===== config.mk =====
export PLATFORM = sky130hd
export DESIGN_NAME = axi_lite_initiator
export DESIGN_NICKNAME = d
export VERILOG_FILES = /design/src/rtl/axi_lite_initiator.sv
export SDC_FILE = /design/constraint.sdc
export NUM_CORES = 1
export LEC_CHECK = 0
export CORE_MARGIN = 3
export CORE_UTILIZATION = 30
export DETAILED_ROUTE_END_ITERATION = 12
export GPL_TIMING_DRIVEN = 0
export PLACE_DENSITY = 0.59
export SLEW_MARGIN = 20
export SYNTH_ARGS = -nofsm -noshare
export SYNTH_HDL_FRONTEND = slang
export SYNTH_SLANG_ARGS = --single-unit

===== constraint.sdc =====
create_clock -name clk -period 3.2 [get_ports clk]
set_clock_uncertainty 0.15 [all_clocks]
set_input_delay 0.48 -clock clk [delete_from_list [all_inputs] [get_ports clk]]
set_output_delay 0.48 -clock clk [all_outputs]
set_load 0.005 [all_outputs]

===== src/rtl/axi_lite_initiator.sv =====
`default_nettype none
// ============================================================================
// Module      : axi_lite_initiator
// Description : Single-outstanding AXI4-Lite initiator. Turns one request
//               (read or write) from a valid/ready request port into an
//               AXI-Lite transaction and returns the captured response.
// Revision    : 1.0 - initial release
// ============================================================================
module axi_lite_initiator #(
    parameter int ADDR_WIDTH = 13,
    parameter int DATA_WIDTH = 32
) (
    input  logic                      clk,
    input  logic                      rstn,
    // request port
    input  logic                      req_valid,
    output logic                      req_ready,
    input  logic                      req_write,
    input  logic [ADDR_WIDTH-1:0]     req_addr,
    input  logic [DATA_WIDTH-1:0]     req_wdata,
    input  logic [DATA_WIDTH/8-1:0]   req_wstrb,
    // response port
    output logic                      rsp_valid,
    input  logic                      rsp_ready,
    output logic [DATA_WIDTH-1:0]     rsp_rdata,
    output logic [1:0]                rsp_resp,
    // AW channel
    output logic [ADDR_WIDTH-1:0]     m_axi_awaddr,
    output logic                      m_axi_awvalid,
    input  logic                      m_axi_awready,
    // W channel
    output logic [DATA_WIDTH-1:0]     m_axi_wdata,
    output logic [DATA_WIDTH/8-1:0]   m_axi_wstrb,
    output logic                      m_axi_wvalid,
    input  logic                      m_axi_wready,
    // B channel
    input  logic [1:0]                m_axi_bresp,
    input  logic                      m_axi_bvalid,
    output logic                      m_axi_bready,
    // AR channel
    output logic [ADDR_WIDTH-1:0]     m_axi_araddr,
    output logic                      m_axi_arvalid,
    input  logic                      m_axi_arready,
    // R channel
    input  logic [DATA_WIDTH-1:0]     m_axi_rdata,
    input  logic [1:0]                m_axi_rresp,
    input  logic                      m_axi_rvalid,
    output logic                      m_axi_rready
);

    localparam int c_STRB_WIDTH = DATA_WIDTH / 8;

    typedef enum logic [2:0] {
        IDLE    = 3'd0,
        WR_REQ  = 3'd1,
        WR_RESP = 3'd2,
        RD_REQ  = 3'd3,
        RD_DATA = 3'd4,
        RESP    = 3'd5
    } state_t;

    state_t                    r_state;
    logic                      r_req_ready;
    logic                      r_rsp_valid;
    logic [DATA_WIDTH-1:0]     r_rsp_rdata;
    logic [1:0]                r_rsp_resp;
    logic [ADDR_WIDTH-1:0]     r_awaddr;
    logic                      r_awvalid;
    logic [DATA_WIDTH-1:0]     r_wdata;
    logic [c_STRB_WIDTH-1:0]   r_wstrb;
    logic                      r_wvalid;
    logic                      r_bready;
    logic [ADDR_WIDTH-1:0]     r_araddr;
    logic                      r_arvalid;
    logic                      r_rready;

    // An AW or W beat counts as done once it has handshaken, either in an
    // earlier cycle (valid already dropped) or in the current one.
    logic w_aw_done;
    logic w_w_done;
    assign w_aw_done = !r_awvalid || m_axi_awready;
    assign w_w_done  = !r_wvalid  || m_axi_wready;

    assign req_ready     = r_req_ready;
    assign rsp_valid     = r_rsp_valid;
    assign rsp_rdata     = r_rsp_rdata;
    assign rsp_resp      = r_rsp_resp;
    assign m_axi_awaddr  = r_awaddr;
    assign m_axi_awvalid = r_awvalid;
    assign m_axi_wdata   = r_wdata;
    assign m_axi_wstrb   = r_wstrb;
    assign m_axi_wvalid  = r_wvalid;
    assign m_axi_bready  = r_bready;
    assign m_axi_araddr  = r_araddr;
    assign m_axi_arvalid = r_arvalid;
    assign m_axi_rready  = r_rready;

    // Transaction FSM; every output is updated here so all of them are registered.
    always_ff @(posedge clk or negedge rstn) begin
        if (!rstn) begin
            r_state     <= IDLE;
            r_req_ready <= 1'b0;
            r_rsp_valid <= 1'b0;
            r_rsp_rdata <= '0;
            r_rsp_resp  <= 2'b00;
            r_awaddr    <= '0;
            r_awvalid   <= 1'b0;
            r_wdata     <= '0;
            r_wstrb     <= '0;
            r_wvalid    <= 1'b0;
            r_bready    <= 1'b0;
            r_araddr    <= '0;
            r_arvalid   <= 1'b0;
            r_rready    <= 1'b0;
        end else begin
            case (r_state)
                IDLE: begin
                    r_req_ready <= 1'b1;
                    if (req_valid && r_req_ready) begin
                        r_req_ready <= 1'b0;
                        if (req_write) begin
                            r_awaddr  <= req_addr;
                            r_wdata   <= req_wdata;
                            r_wstrb   <= req_wstrb;
                            r_awvalid <= 1'b1;
                            r_wvalid  <= 1'b1;
                            r_state   <= WR_REQ;
                        end else begin
                            r_araddr  <= req_addr;
                            r_arvalid <= 1'b1;
                            r_state   <= RD_REQ;
                        end
                    end
                end
                WR_REQ: begin
                    // AW and W retire independently; move on once both are through.
                    if (r_awvalid && m_axi_awready) begin
                        r_awvalid <= 1'b0;
                    end
                    if (r_wvalid && m_axi_wready) begin
                        r_wvalid <= 1'b0;
                    end
                    if (w_aw_done && w_w_done) begin
                        r_bready <= 1'b1;
                        r_state  <= WR_RESP;
                    end
                end
                WR_RESP: begin
                    if (m_axi_bvalid) begin
                        r_bready    <= 1'b0;
                        r_rsp_resp  <= m_axi_bresp;
                        r_rsp_rdata <= '0;
                        r_rsp_valid <= 1'b1;
                        r_state     <= RESP;
                    end
                end
                RD_REQ: begin
                    if (m_axi_arready) begin
                        r_arvalid <= 1'b0;
                        r_rready  <= 1'b1;
                        r_state   <= RD_DATA;
                    end
                end
                RD_DATA: begin
                    if (m_axi_rvalid) begin
                        r_rready    <= 1'b0;
                        r_rsp_rdata <= m_axi_rdata;
                        r_rsp_resp  <= m_axi_rresp;
                        r_rsp_valid <= 1'b1;
                        r_state     <= RESP;
                    end
                end
                RESP: begin
                    if (rsp_ready) begin
                        r_rsp_valid <= 1'b0;
                        r_req_ready <= 1'b1;
                        r_state     <= IDLE;
                    end
                end
                default: begin
                    r_state <= IDLE;
                end
            endcase
        end
    end

endmodule
`default_nettype wire


* Word level (Yosys, flattened, before mapping)
Index checks and enable logic that the tools add are counted.
Storage, ports and cells: register bits after elaboration 106, logic and storage cells 94, input port bits 95
Operators by class: reduce and logical (&&, ||, !) cells 27, bitwise operators 1, eq/ne operators 15, mux-type cells 37
Operator list (count):
- 32-bit 2-to-1 mux | 2
- 32-bit case mux with 2 select lines | 1
- 2-bit != test, second input constant | 10
- 3-bit 2-to-1 mux | 6
- 3-bit case mux with 6 select lines | 1
- 1-bit 2-to-1 mux | 16
- 4-bit AND reduction | 4
- 3-bit AND reduction | 5
- 1-bit case mux with 2 select lines | 6
- 2-bit nonzero test | 6
- 3-bit by 2-bit equality test with 1-bit output, second input constant | 2
- 3-bit equality test, second input constant | 2
- 2-bit 2-to-1 mux | 3
- 6-bit AND reduction | 1
- 1-bit logical AND | 4
- 2-bit case mux with 2 select lines | 1
- 3-bit by 1-bit equality test with 1-bit output, second input constant | 1
- 3-bit zero test | 1
- 1-bit case mux with 3 select lines | 1
- 3-bit nonzero test | 1
- 1-bit zero test | 2
- 1-bit logical OR | 2
- 2-bit AND reduction | 1
- 1-bit NOT | 1

* Longest topological paths before layout
Gate-level depths: netlist (run 1).
depth after elaboration 5, mapped depth 6

* Worst setup path after synthesis (run 1)
OpenSTA, ideal clock, no wires.
path kind reg2reg, start point register r_state[1], end point register r_awaddr[0], in the netlist m_axi_awaddr[0], buffers on the path 3, period minus slack after synthesis 2049 ps, library setup time 125 ps, path slack 1151 ps, cell stages (with the launch flop) 7, required time 2925 ps, arrival 1774 ps, cell sequence dfrtp_1 -> buf_6 -> or2_1 -> or4_1 -> buf_2 -> buf_6 -> mux2_4
Between the ends: word-level cells in the longest chain between the ends 2
RTL lines:
- start: declaration | RTL line 62 | state_t r_state;
- start signal: assignment | RTL line 101 | r_state <= IDLE;
- start signal: assignment | RTL line 127 | r_state <= WR_REQ;
- start signal: assignment | RTL line 131 | r_state <= RD_REQ;
- 3-bit zero test | RTL line 116 | case (r_state)
- 3-bit AND reduction (no source line)
- end signal: assignment | RTL line 122 | r_awaddr <= req_addr;
- end: declaration | RTL line 67 | logic [ADDR_WIDTH-1:0] r_awaddr;
Every way passes these cells. A chain may end at the register's enable or synchronous reset.

* Worst setup path after layout (run 1)
start point input m_axi_bvalid, end point register r_rsp_rdata[13], in the netlist rsp_rdata[13]
Between the ends: word-level cells in the longest chain between the ends 2
RTL lines:
- start: declaration | RTL line 38 | input logic m_axi_bvalid,
- 2-bit != test (no source line)
- 3-bit AND reduction (no source line)
- end signal: assignment | RTL line 167 | r_rsp_rdata <= m_axi_rdata;
- end: declaration | RTL line 65 | logic [DATA_WIDTH-1:0] r_rsp_rdata;
Every way passes these cells.

==> flow_metrics.env, run 1 <==
export IMPL_maxSlewHeadroom_pct=45.1
export IMPL_boundaryPins=198
export IMPL_antenna_found_initial=0
export IMPL_fin_crit_sh_pct=73.6
export IMPL_drive_gt1_share_pct=17.8
export IMPL_cts_root_buf="clkbuf_16"
export IMPL_met2_length_mm=5.44
export IMPL_cts_buffers=9
export IMPL_syn_inst=337
export IMPL_htree_levels=3
export IMPL_clkTransAtPathRegs_ps=60
export IMPL_ys_ff_latch=106
export IMPL_r2r_cells=5
export IMPL_p_seq_share_pct=36.3
export IMPL_grt_start_max_net_pins=61
export IMPL_swShare_pct=28.1
export IMPL_synthFlopType="dfrtp_1"
export IMPL_cts_buffer_depth=2
export IMPL_portBuffers=197
export IMPL_insertedDiodeCount=0
export IMPL_wl_met1_mm=5.07
export IMPL_p_int_mw=4.76
export IMPL_first_iter_violations=90
export IMPL_die_area_mm2=0.0168
export IMPL_worst_pin_slew_ps=824
export IMPL_whs_ps=359
export IMPL_tns_ps=0
export IMPL_grt_pass1_vias=3594
export IMPL_arrival_ps=2460
export IMPL_start_util_pct=31.0
export IMPL_min_from="m_axi_wdata[3]"
export IMPL_post_place_ws_ps=443
export IMPL_reg2reg_from="r_state[1]"
export IMPL_critPathKind="in2reg"
export IMPL_final_common_cell="clkdlybuf4s50_1"
export IMPL_syn_area_mm2=0.00458
export IMPL_ys_types=31
export IMPL_switching_power_mw=1.86
export IMPL_fmax_mhz=425
export IMPL_setup_viol=0
export IMPL_grt_total_usage_pct=14.0
export IMPL_top_layer_used="met4"
export IMPL_multiInputGateArea_mm2=0.00167
export IMPL_holdCritPathClass="reg2reg"
export IMPL_route_detailed_drc=0
export IMPL_setup_ws_ps=845
export IMPL_critical_path_peak_fanout=10
export IMPL_crit_required_ps=3310
export IMPL_cts_tree="built"
export IMPL_nFillCells=1332
export IMPL_gp_congestion=0.764
export IMPL_pwr_share_comb_pct=46.0
export IMPL_whs_path_depth=1
export IMPL_viasPerCell=4.46
export IMPL_p_per_area_mw_per_mm2=926
export IMPL_hpwl_mm=8.81
export IMPL_start_kind="input port"
export IMPL_status="completed"
export IMPL_num_vias=3284
export IMPL_wirelength_mm=11.6
export IMPL_grt_overflow=0
export IMPL_syn_avg_cell_area_um2=13.6
export IMPL_cts_sinks=106
export IMPL_synthArstFlopShare_pct=100
export IMPL_ff_latch_area_mm2=0.00265
export IMPL_dr_pass1_iters=4
export IMPL_drv_cap=0
export IMPL_wl_per_cell_um=15.8
export IMPL_synth_edff_count=0
export IMPL_coreArea_mm2=0.0148
export IMPL_syn_num_nets=432
export IMPL_die_w_um=130
export IMPL_routed_wl_met3_um=979
export IMPL_whs_endpoint="m_axi_wdata[3]"
export IMPL_nets=642
export IMPL_fp_dieH_um=130
export IMPL_ys_warn_count=0
export IMPL_mostFrequentLayoutCells="clkdlybuf4s50_1 (196), dfrtp_1 (106), mux2_4 (48), nand2_1 (40), inv_1 (38)"
export IMPL_end_kind="flip-flop"
export IMPL_finalHoldViolations=0
export IMPL_yosysSeqAreaShare_pct=57.9
export IMPL_ant_nets=0
export IMPL_r2r_end="m_axi_araddr[7]"
export IMPL_grt_setup_unrepaired="no"
export IMPL_fp_row_count=44
export IMPL_power_total_mw=6.62
export IMPL_power_share_clock_pct=17.6
export IMPL_syn2layout_area_growth_pct=56.0
export IMPL_cts_setup_buffers=0
export IMPL_fin_crit_ps=2360
export IMPL_grt_pass1_wl_mm=18.5
export IMPL_slew_viol_final=0
export IMPL_ir_drop_uv=367
export IMPL_p_leak_nw=3.13
export IMPL_r2r_setup_slack_ps=870
export IMPL_clk_latency_ps=340
-- timing repair --
action,in CTS,in global routing
gates resized for setup,0,0
endpoints found under the hold margin,59,0
hold buffers,1,0
-- power by group through the flow --
stage	combinational (mW)	sequential (mW)	clock [mW]
after floorplan	1.27	2.43	0
after global placement	3.06	2.39	0
after detailed placement	3.09	2.42	0
after CTS	3.10	2.42	1.21
after global routing	3.30	2.50	1.26
final	3.05	2.40	1.17
-- sequential cells by signal (all words and copies together), names as in the netlist --
name           cells
m_axi_bready       1
m_axi_awaddr      13
rsp_resp           2
rsp_valid          1
req_ready          1
m_axi_wdata       32
rsp_rdata         32
m_axi_araddr      13
m_axi_wstrb        4
m_axi_wvalid       1
r_state            3
m_axi_awvalid      1
m_axi_arvalid      1
m_axi_rready       1
-- worst max path at each step --
| stage | startpoint | endpoint | cells past startpoint |
|---|---|---|---|
| floorplan | r_state[1] | m_axi_awaddr[0] | 6 |
| global placement | rstn | rsp_rdata[10] | 1 |
| detailed placement | m_axi_bvalid | rsp_rdata[3] | 5 |
| CTS | m_axi_bvalid | rsp_rdata[8] | 5 |
| global route | m_axi_bvalid | rsp_rdata[24] | 5 |
| finish | m_axi_bvalid | rsp_rdata[13] | 5 |
-- Yosys cell counts (2+ instances only) --
library cell | n | area, um^2
nand2_1 | 40 | 150
nand3_1 | 3 | 15.0
a21oi_1 | 3 | 15.0
clkbuf_1 | 6 | 22.5
dfrtp_1 | 106 | 2650
inv_1 | 38 | 143
mux2_4 | 48 | 721
mux2i_1 | 32 | 320
o32a_1 | 2 | 20.0
a21o_1 | 2 | 15.0
buf_2 | 6 | 30.0
nand3b_1 | 3 | 22.5
mux2_2 | 19 | 214
nor3b_1 | 4 | 30.0
nor2b_1 | 4 | 25.0
buf_6 | 6 | 67.6
-- routing by layer --
layer	GRT usage (%)	vias up
met5	0	-
met3	4.74	13
met4	4.95	0
li1	-	1549
met1	18.0	1602
met2	22.1	120
-- cells by family after synthesis --
| family | share of synthesized area [%] |
|---|---|
| muxes | 27.4 |
| and+or+nand+nor | 6.15 |
| AOI/OAI and AO/OA | 2.79 |
| DFF | 57.9 |
| buffers and inverters | 5.74 |
-- critical path: stages --
cell	delay [ps]
clkdlybuf4s50_1	550
nand3b_1	90
a21oi_1	670
buf_2	430
mux2i_1	240
-- metrics by stage --
step                area, um^2  cells  util (%)
finish                    7140    736      48.4
CTS                       7140    736      48.4
floorplan                 4580    337         -
global route              7140    736      48.4
detailed placement        6820    719      46.2
global placement          6780    718      46.0
-- area by class of cell --
type	instances	area share (%)
tap	184	3.22
timing repair buffer	199	28.1
clock inverter	1	0.420
multi-input combinational	175	23.4
clock buffer	15	4.03
inverter	38	2.00
sequential	106	37.1
buffer	18	1.68
Power figures use the tool's default switching activity.
==> run 2, diff against run 1 <==
==> constraint.sdc (replaced) <==
create_clock -name clk -period 2.25 [get_ports clk]
set_clock_uncertainty 0.15 [all_clocks]
set_input_delay 0.3375 -clock clk [delete_from_list [all_inputs] [get_ports clk]]
set_output_delay 0.3375 -clock clk [all_outputs]
set_load 0.005 [all_outputs]
==> run 2 against run 1 <==
Effect of this change:
- register-to-register slack worse by 760 ps
- final cell count unchanged
- combinational power up 43%
- count of clock-buffer cells in the layout unchanged
- worst hold slack better by 1.4 ps
- non-clock buffer count unchanged
- flip-flop and latch count unchanged
- worst setup slack worse by 730 ps
- critical endpoint is now m_axi_wdata[26]
==> flow_metrics.env, run 2 (synthesized netlist as in run 1, its figures left out) <==
export IMPL_status="completed"
export IMPL_hpwl_mm=8.81
export IMPL_fin_crit_sh_pct=95.0
export IMPL_slowest_stage="or4_1"
export IMPL_final_cells=736
export IMPL_mostFrequentLayoutCells="clkdlybuf4s50_1 (196), dfrtp_1 (106), mux2_4 (48), nand2_1 (40), inv_1 (38)"
export IMPL_path_depth=6
export IMPL_htree_levels=3
export IMPL_worst_pin_slew_ps=576
export IMPL_p_leak_nw=3.13
export IMPL_fp_row_count=44
export IMPL_r2r_cells=6
export IMPL_num_vias=3277
export IMPL_drive_gt1_share_pct=18.1
export IMPL_critPathKind="reg2reg"
export IMPL_start_kind="flip-flop"
export IMPL_power_total_mw=9.45
export IMPL_dr_pass1_iters=4
export IMPL_drv_cap=0
export IMPL_viasPerCell=4.45
export IMPL_grt_setup_unrepaired="no"
export IMPL_ir_drop_uv=522
export IMPL_final_common_cell="clkdlybuf4s50_1"
export IMPL_cpPeakStageDelay_ps=460
export IMPL_antenna_found_initial=0
export IMPL_place_inst=719
export IMPL_critPathCapture="m_axi_wdata[26]"
export IMPL_reg2reg_from="r_state[1]"
export IMPL_clk_latency_ps=340
export IMPL_fp_dieH_um=130
export IMPL_wl_per_cell_um=15.8
export IMPL_start_util_pct=31.0
export IMPL_grt_start_max_net_pins=61
export IMPL_grt_total_usage_pct=14.0
export IMPL_setup_viol=0
export IMPL_slew_viol_final=0
export IMPL_crit_required_ps=2320
export IMPL_cts_tree="built"
export IMPL_first_iter_violations=76
export IMPL_nets=642
export IMPL_crit_top_cell="buf_6"
export IMPL_cts_buffer_depth=2
export IMPL_die_area_mm2=0.0168
export IMPL_r2r_end="m_axi_wdata[26]"
export IMPL_r2r_setup_slack_ps=110
export IMPL_portBuffers=197
export IMPL_route_detailed_drc=0
export IMPL_die_w_um=130
export IMPL_crit_family="simple AND/OR/NAND/NOR gates"
export IMPL_ant_nets=0
export IMPL_end_kind="flip-flop"
export IMPL_final_core_utilization_pct=48.6
export IMPL_path_cells="buf_6 -> or2_4 -> or4_1 -> buf_4 -> buf_6 -> mux2_4"
export IMPL_finalHoldViolations=0
export IMPL_grt_pass1_wl_mm=18.5
export IMPL_grt_pass1_vias=3600
export IMPL_critical_path_peak_fanout=10
export IMPL_boundaryPins=198
export IMPL_p_per_area_mw_per_mm2=1320
export IMPL_critical_path_buf_inv_count=3
export IMPL_gp_congestion=0.764
export IMPL_arrival_ps=2210
export IMPL_cts_setup_buffers=0
export IMPL_fmax_mhz=468
export IMPL_cts_root_buf="clkbuf_16"
export IMPL_holdCritPathClass="reg2reg"
export IMPL_syn2layout_area_growth_pct=56.6
export IMPL_maxSlewHeadroom_pct=61.6
export IMPL_whs_ps=360
export IMPL_startpoint="r_state[1]"
export IMPL_clkTransAtPathRegs_ps=60
export IMPL_coreArea_mm2=0.0148
export IMPL_grt_overflow=0
export IMPL_fin_crit_ps=2140
export IMPL_insertedDiodeCount=0
export IMPL_cts_sinks=106
export IMPL_cts_buffers=9
export IMPL_wirelength_mm=11.6
==> run 2: metrics by stage <==
| step | setup WS (ps) | instance area (um^2) | setup TNS [ps] |
|---|---|---|---|
| final | 112 | 7170 | 0 |
| after global routing | 24.4 | 7170 | 0 |
| after CTS | 56.3 | 7160 | 0 |
| after detailed placement | -364 | 6820 | -18340 |
| after global placement | -3450 | 6780 | -380740 |
| after floorplan | 201 | 4580 | 0 |
==> run 2: where the power goes <==
part           total (mW)  internal, mW  switching [mW]
registers            3.42          2.87           0.552
clock network        1.66         0.987           0.670
logic                4.37          2.93            1.44
total                9.45          6.79            2.66
==> run 2: per-layer routing <==
metal	global-route usage [%]	up-vias	routed length, um
met3	4.74	13	970
met4	4.95	0	163
met1	18.0	1596	5080
li1	-	1549	-
met2	22.1	119	5430
met5	0	-	0
==> run 2: cell type report <==
cell class / instances / area (um^2)
Fill cell: 1331 / 7580
Sequential cell: 106 / 2650
Timing Repair Buffer: 199 / 2010
Multi-Input combinational cell: 175 / 1690
Clock buffer: 15 / 288
Tap cell: 184 / 230
Inverter: 38 / 143
Buffer: 18 / 125
Clock inverter: 1 / 30.0
==> run 2: worst register-to-register path, stage by stage, from the launching register on <==
cell	delay (ps)
dfrtp_1	370
buf_6	140
or2_4	250
or4_1	460
buf_4	190
buf_6	160
mux2_4	310
==> run 2: worst min-delay path by stage <==
stage / to / from / cells past startpoint / slack [ps]
final: rsp_resp[1] / rsp_resp[1] / 1 / 360
after global placement: m_axi_wdata[3] / m_axi_wdata[3] / 1 / 340
after global routing: rsp_resp[0] / rsp_resp[0] / 1 / 380
after detailed placement: m_axi_wdata[6] / rstn / 1 / 210
after floorplan: m_axi_araddr[0] / rstn / 0 / -110
after CTS: m_axi_wdata[3] / m_axi_wdata[3] / 1 / 360
==> run 2: what timing repair did <==
item,CTS,global route
hold buffers,1,0
gates resized for setup,2,5
endpoints found under the hold margin,59,0
setup endpoints to repair,37,70
==> run 3, diff against run 2 <==
--- a/config.mk
+++ b/config.mk
@@ -10,7 +10,6 @@
 export DETAILED_ROUTE_END_ITERATION = 12
 export GPL_TIMING_DRIVEN = 0
 export PLACE_DENSITY = 0.59
-export SLEW_MARGIN = 20
 export SYNTH_ARGS = -nofsm -noshare
 export SYNTH_HDL_FRONTEND = slang
 export SYNTH_SLANG_ARGS = --single-unit
==> run 3 against run 2 <==
Effect of this change:
- highest routed layer unchanged
- critical path type unchanged
- utilization is 0.33 points lower
- worst setup slack got worse by 34 ps
- global-route usage is 0.27 points higher
==> flow_metrics.env, run 3 (synthesized netlist as in run 1, its figures left out) <==
export IMPL_final_common_cell="clkdlybuf4s50_1"
export IMPL_drive_gt1_share_pct=17.6
export IMPL_fp_row_count=44
export IMPL_num_vias=3209
export IMPL_met2_usage_pct=22.6
export IMPL_insertedDiodeCount=0
export IMPL_grt_overflow=0
export IMPL_cts_sinks=106
export IMPL_htree_levels=3
export IMPL_grtUsageMet1_pct=17.7
export IMPL_gp_congestion=0.764
export IMPL_die_w_um=130
export IMPL_fin_crit_ps=2170
export IMPL_viasPerCell=4.37
export IMPL_dr_pass1_iters=4
export IMPL_crit_required_ps=2330
export IMPL_grt_busiest_layer="met2"
export IMPL_boundaryPins=198
export IMPL_ir_drop_uv=708
export IMPL_worst_pin_slew_ps=811
export IMPL_cts_root_buf="clkbuf_16"
export IMPL_use_met3_pct=6.14
export IMPL_p_per_area_mw_per_mm2=1310
export IMPL_hpwl_mm=8.74
export IMPL_clk_latency_ps=340
export IMPL_nFillCells=1336
export IMPL_nets=642
export IMPL_die_area_mm2=0.0168
export IMPL_arrival_ps=2250
export IMPL_maxSlewHeadroom_pct=45.9
export IMPL_start_util_pct=31.0
export IMPL_slew_viol_final=0
export IMPL_critPathCapture="m_axi_wdata[26]"
export IMPL_fmax_mhz=460
export IMPL_p_leak_nw=3.11
export IMPL_whs_ps=359
export IMPL_startpoint="r_state[1]"
export IMPL_fp_dieH_um=130
export IMPL_grt_pass1_wl_mm=18.7
export IMPL_power_total_mw=9.31
export IMPL_finalHoldViolations=0
export IMPL_cts_buffers=9
export IMPL_r2r_setup_slack_ps=80
export IMPL_reg2reg_from="r_state[1]"
export IMPL_slowest_stage="or4_1"
export IMPL_coreArea_mm2=0.0148
export IMPL_setup_viol=0
export IMPL_antenna_found_initial=0
export IMPL_wirelength_mm=11.7
export IMPL_clkTransAtPathRegs_ps=70
export IMPL_grt_total_usage_pct=14.3
export IMPL_mostFrequentLayoutCells="clkdlybuf4s50_1 (196), dfrtp_1 (106), mux2_4 (48), nand2_1 (40), inv_1 (38)"
export IMPL_fin_crit_sh_pct=96.5
export IMPL_critPathKind="reg2reg"
export IMPL_first_iter_violations=84
export IMPL_path_cells="buf_6 -> or2_1 -> or4_1 -> buf_4 -> buf_6 -> mux2_4"
export IMPL_drv_cap=0
export IMPL_cpPeakStageDelay_ps=480
export IMPL_cts_tree="built"
export IMPL_r2r_cells=6
export IMPL_wl_per_cell_um=15.9
export IMPL_start_kind="flip-flop"
export IMPL_crit_top_cell="buf_6"
export IMPL_grt_pass1_vias=3620
export IMPL_ant_nets=0
export IMPL_critical_path_peak_fanout=10
export IMPL_r2r_end="m_axi_wdata[26]"
export IMPL_route_detailed_drc=0
export IMPL_grt_setup_unrepaired="no"
export IMPL_end_kind="flip-flop"
export IMPL_portBuffers=197
export IMPL_holdCritPathClass="reg2reg"
export IMPL_cts_buffer_depth=2
export IMPL_syn2layout_area_growth_pct=55.5
export IMPL_status="completed"
export IMPL_grt_start_max_net_pins=61
==> run 3: cell types whose count changed in the layout (fill, tap and decap cells not counted) <==
cell / before / now
clkinv_2: 0 / 1
or2_4: 1 / 0
buf_6: 7 / 6
or2_1: 0 / 1
clkinvlp_4: 0 / 1
buf_4: 1 / 2
clkbuf_8: 4 / 0
==> run 3: worst min-delay path by stage <==
stage                               start              end  slack [ps]  depth (start not counted)
after global routing      m_axi_rdata[29]    rsp_rdata[29]         370                          3
final                         rsp_resp[1]      rsp_resp[1]         360                          1
after floorplan                      rstn  m_axi_araddr[0]        -110                          0
after global placement     m_axi_wdata[3]   m_axi_wdata[3]         340                          1
after CTS                     rsp_resp[1]      rsp_resp[1]         360                          1
after detailed placement             rstn   m_axi_wdata[6]         340                          1
==> run 3: final cells by class <==
class                   count  area, um^2  area share (%)
flip-flops and latches    106        2650            37.3
clock buffers              11         233            3.27
repair buffers            199        2010            28.2
well taps                 184         230            3.23
plain buffers              18         125            1.76
clock inverters             3        42.5           0.597
multi-input cells         175        1690            23.7
inverters                  38         143            2.00
==> run 3: critical path: cells and delay by family (launching register included) <==
family	cells	cell delay, ps
and+or+nand+nor	2	740
muxes	1	310
buffers and inverters	3	490
DFF	1	370
==> run 3: timing repair <==
| action | in CTS | in global routing |
|---|---|---|
| setup endpoints to repair | 41 | 43 |
| pin swaps | 0 | 0 |
| resized for setup | 3 | 4 |
| hold endpoints to repair | 59 | 0 |
| hold buffers | 1 | 0 |
| setup buffers | 0 | 0 |
| gates cloned | 0 | 0 |
==> run 3: per-layer routing <==
| layer | share of wire (%) | vias up | wire, um |
|---|---|---|---|
| met5 | 0 | - | 0 |
| met4 | 1.3 | 0 | 153 |
| met3 | 9.2 | 11 | 1070 |
| met2 | 48 | 119 | 5600 |
| met1 | 42 | 1544 | 4870 |
| li1 | - | 1535 | - |
==> run 3: where the power goes <==
group          switching (mW)  leakage [nW]  internal, mW  total, mW
clock                   0.677         0.131         0.850       1.53
sequential              0.554          1.32          2.87       3.42
combinational            1.43          1.65          2.92       4.36
total                    2.66          3.11          6.64       9.31
==> run 3: per-stage QoR <==
step	TNS, ps	utilization [%]	area, um^2	instances	setup WS (ps)
4_1_cts	0	48.2	7110	734	55.2
3_3_place_gp	-380740	46.0	6780	718	-3450
3_5_place_dp	-18620	46.1	6810	719	-360
5_1_grt	0	48.3	7120	734	11.8
6_report	0	48.3	7120	734	77.7
2_1_floorplan	0	-	4580	337	201
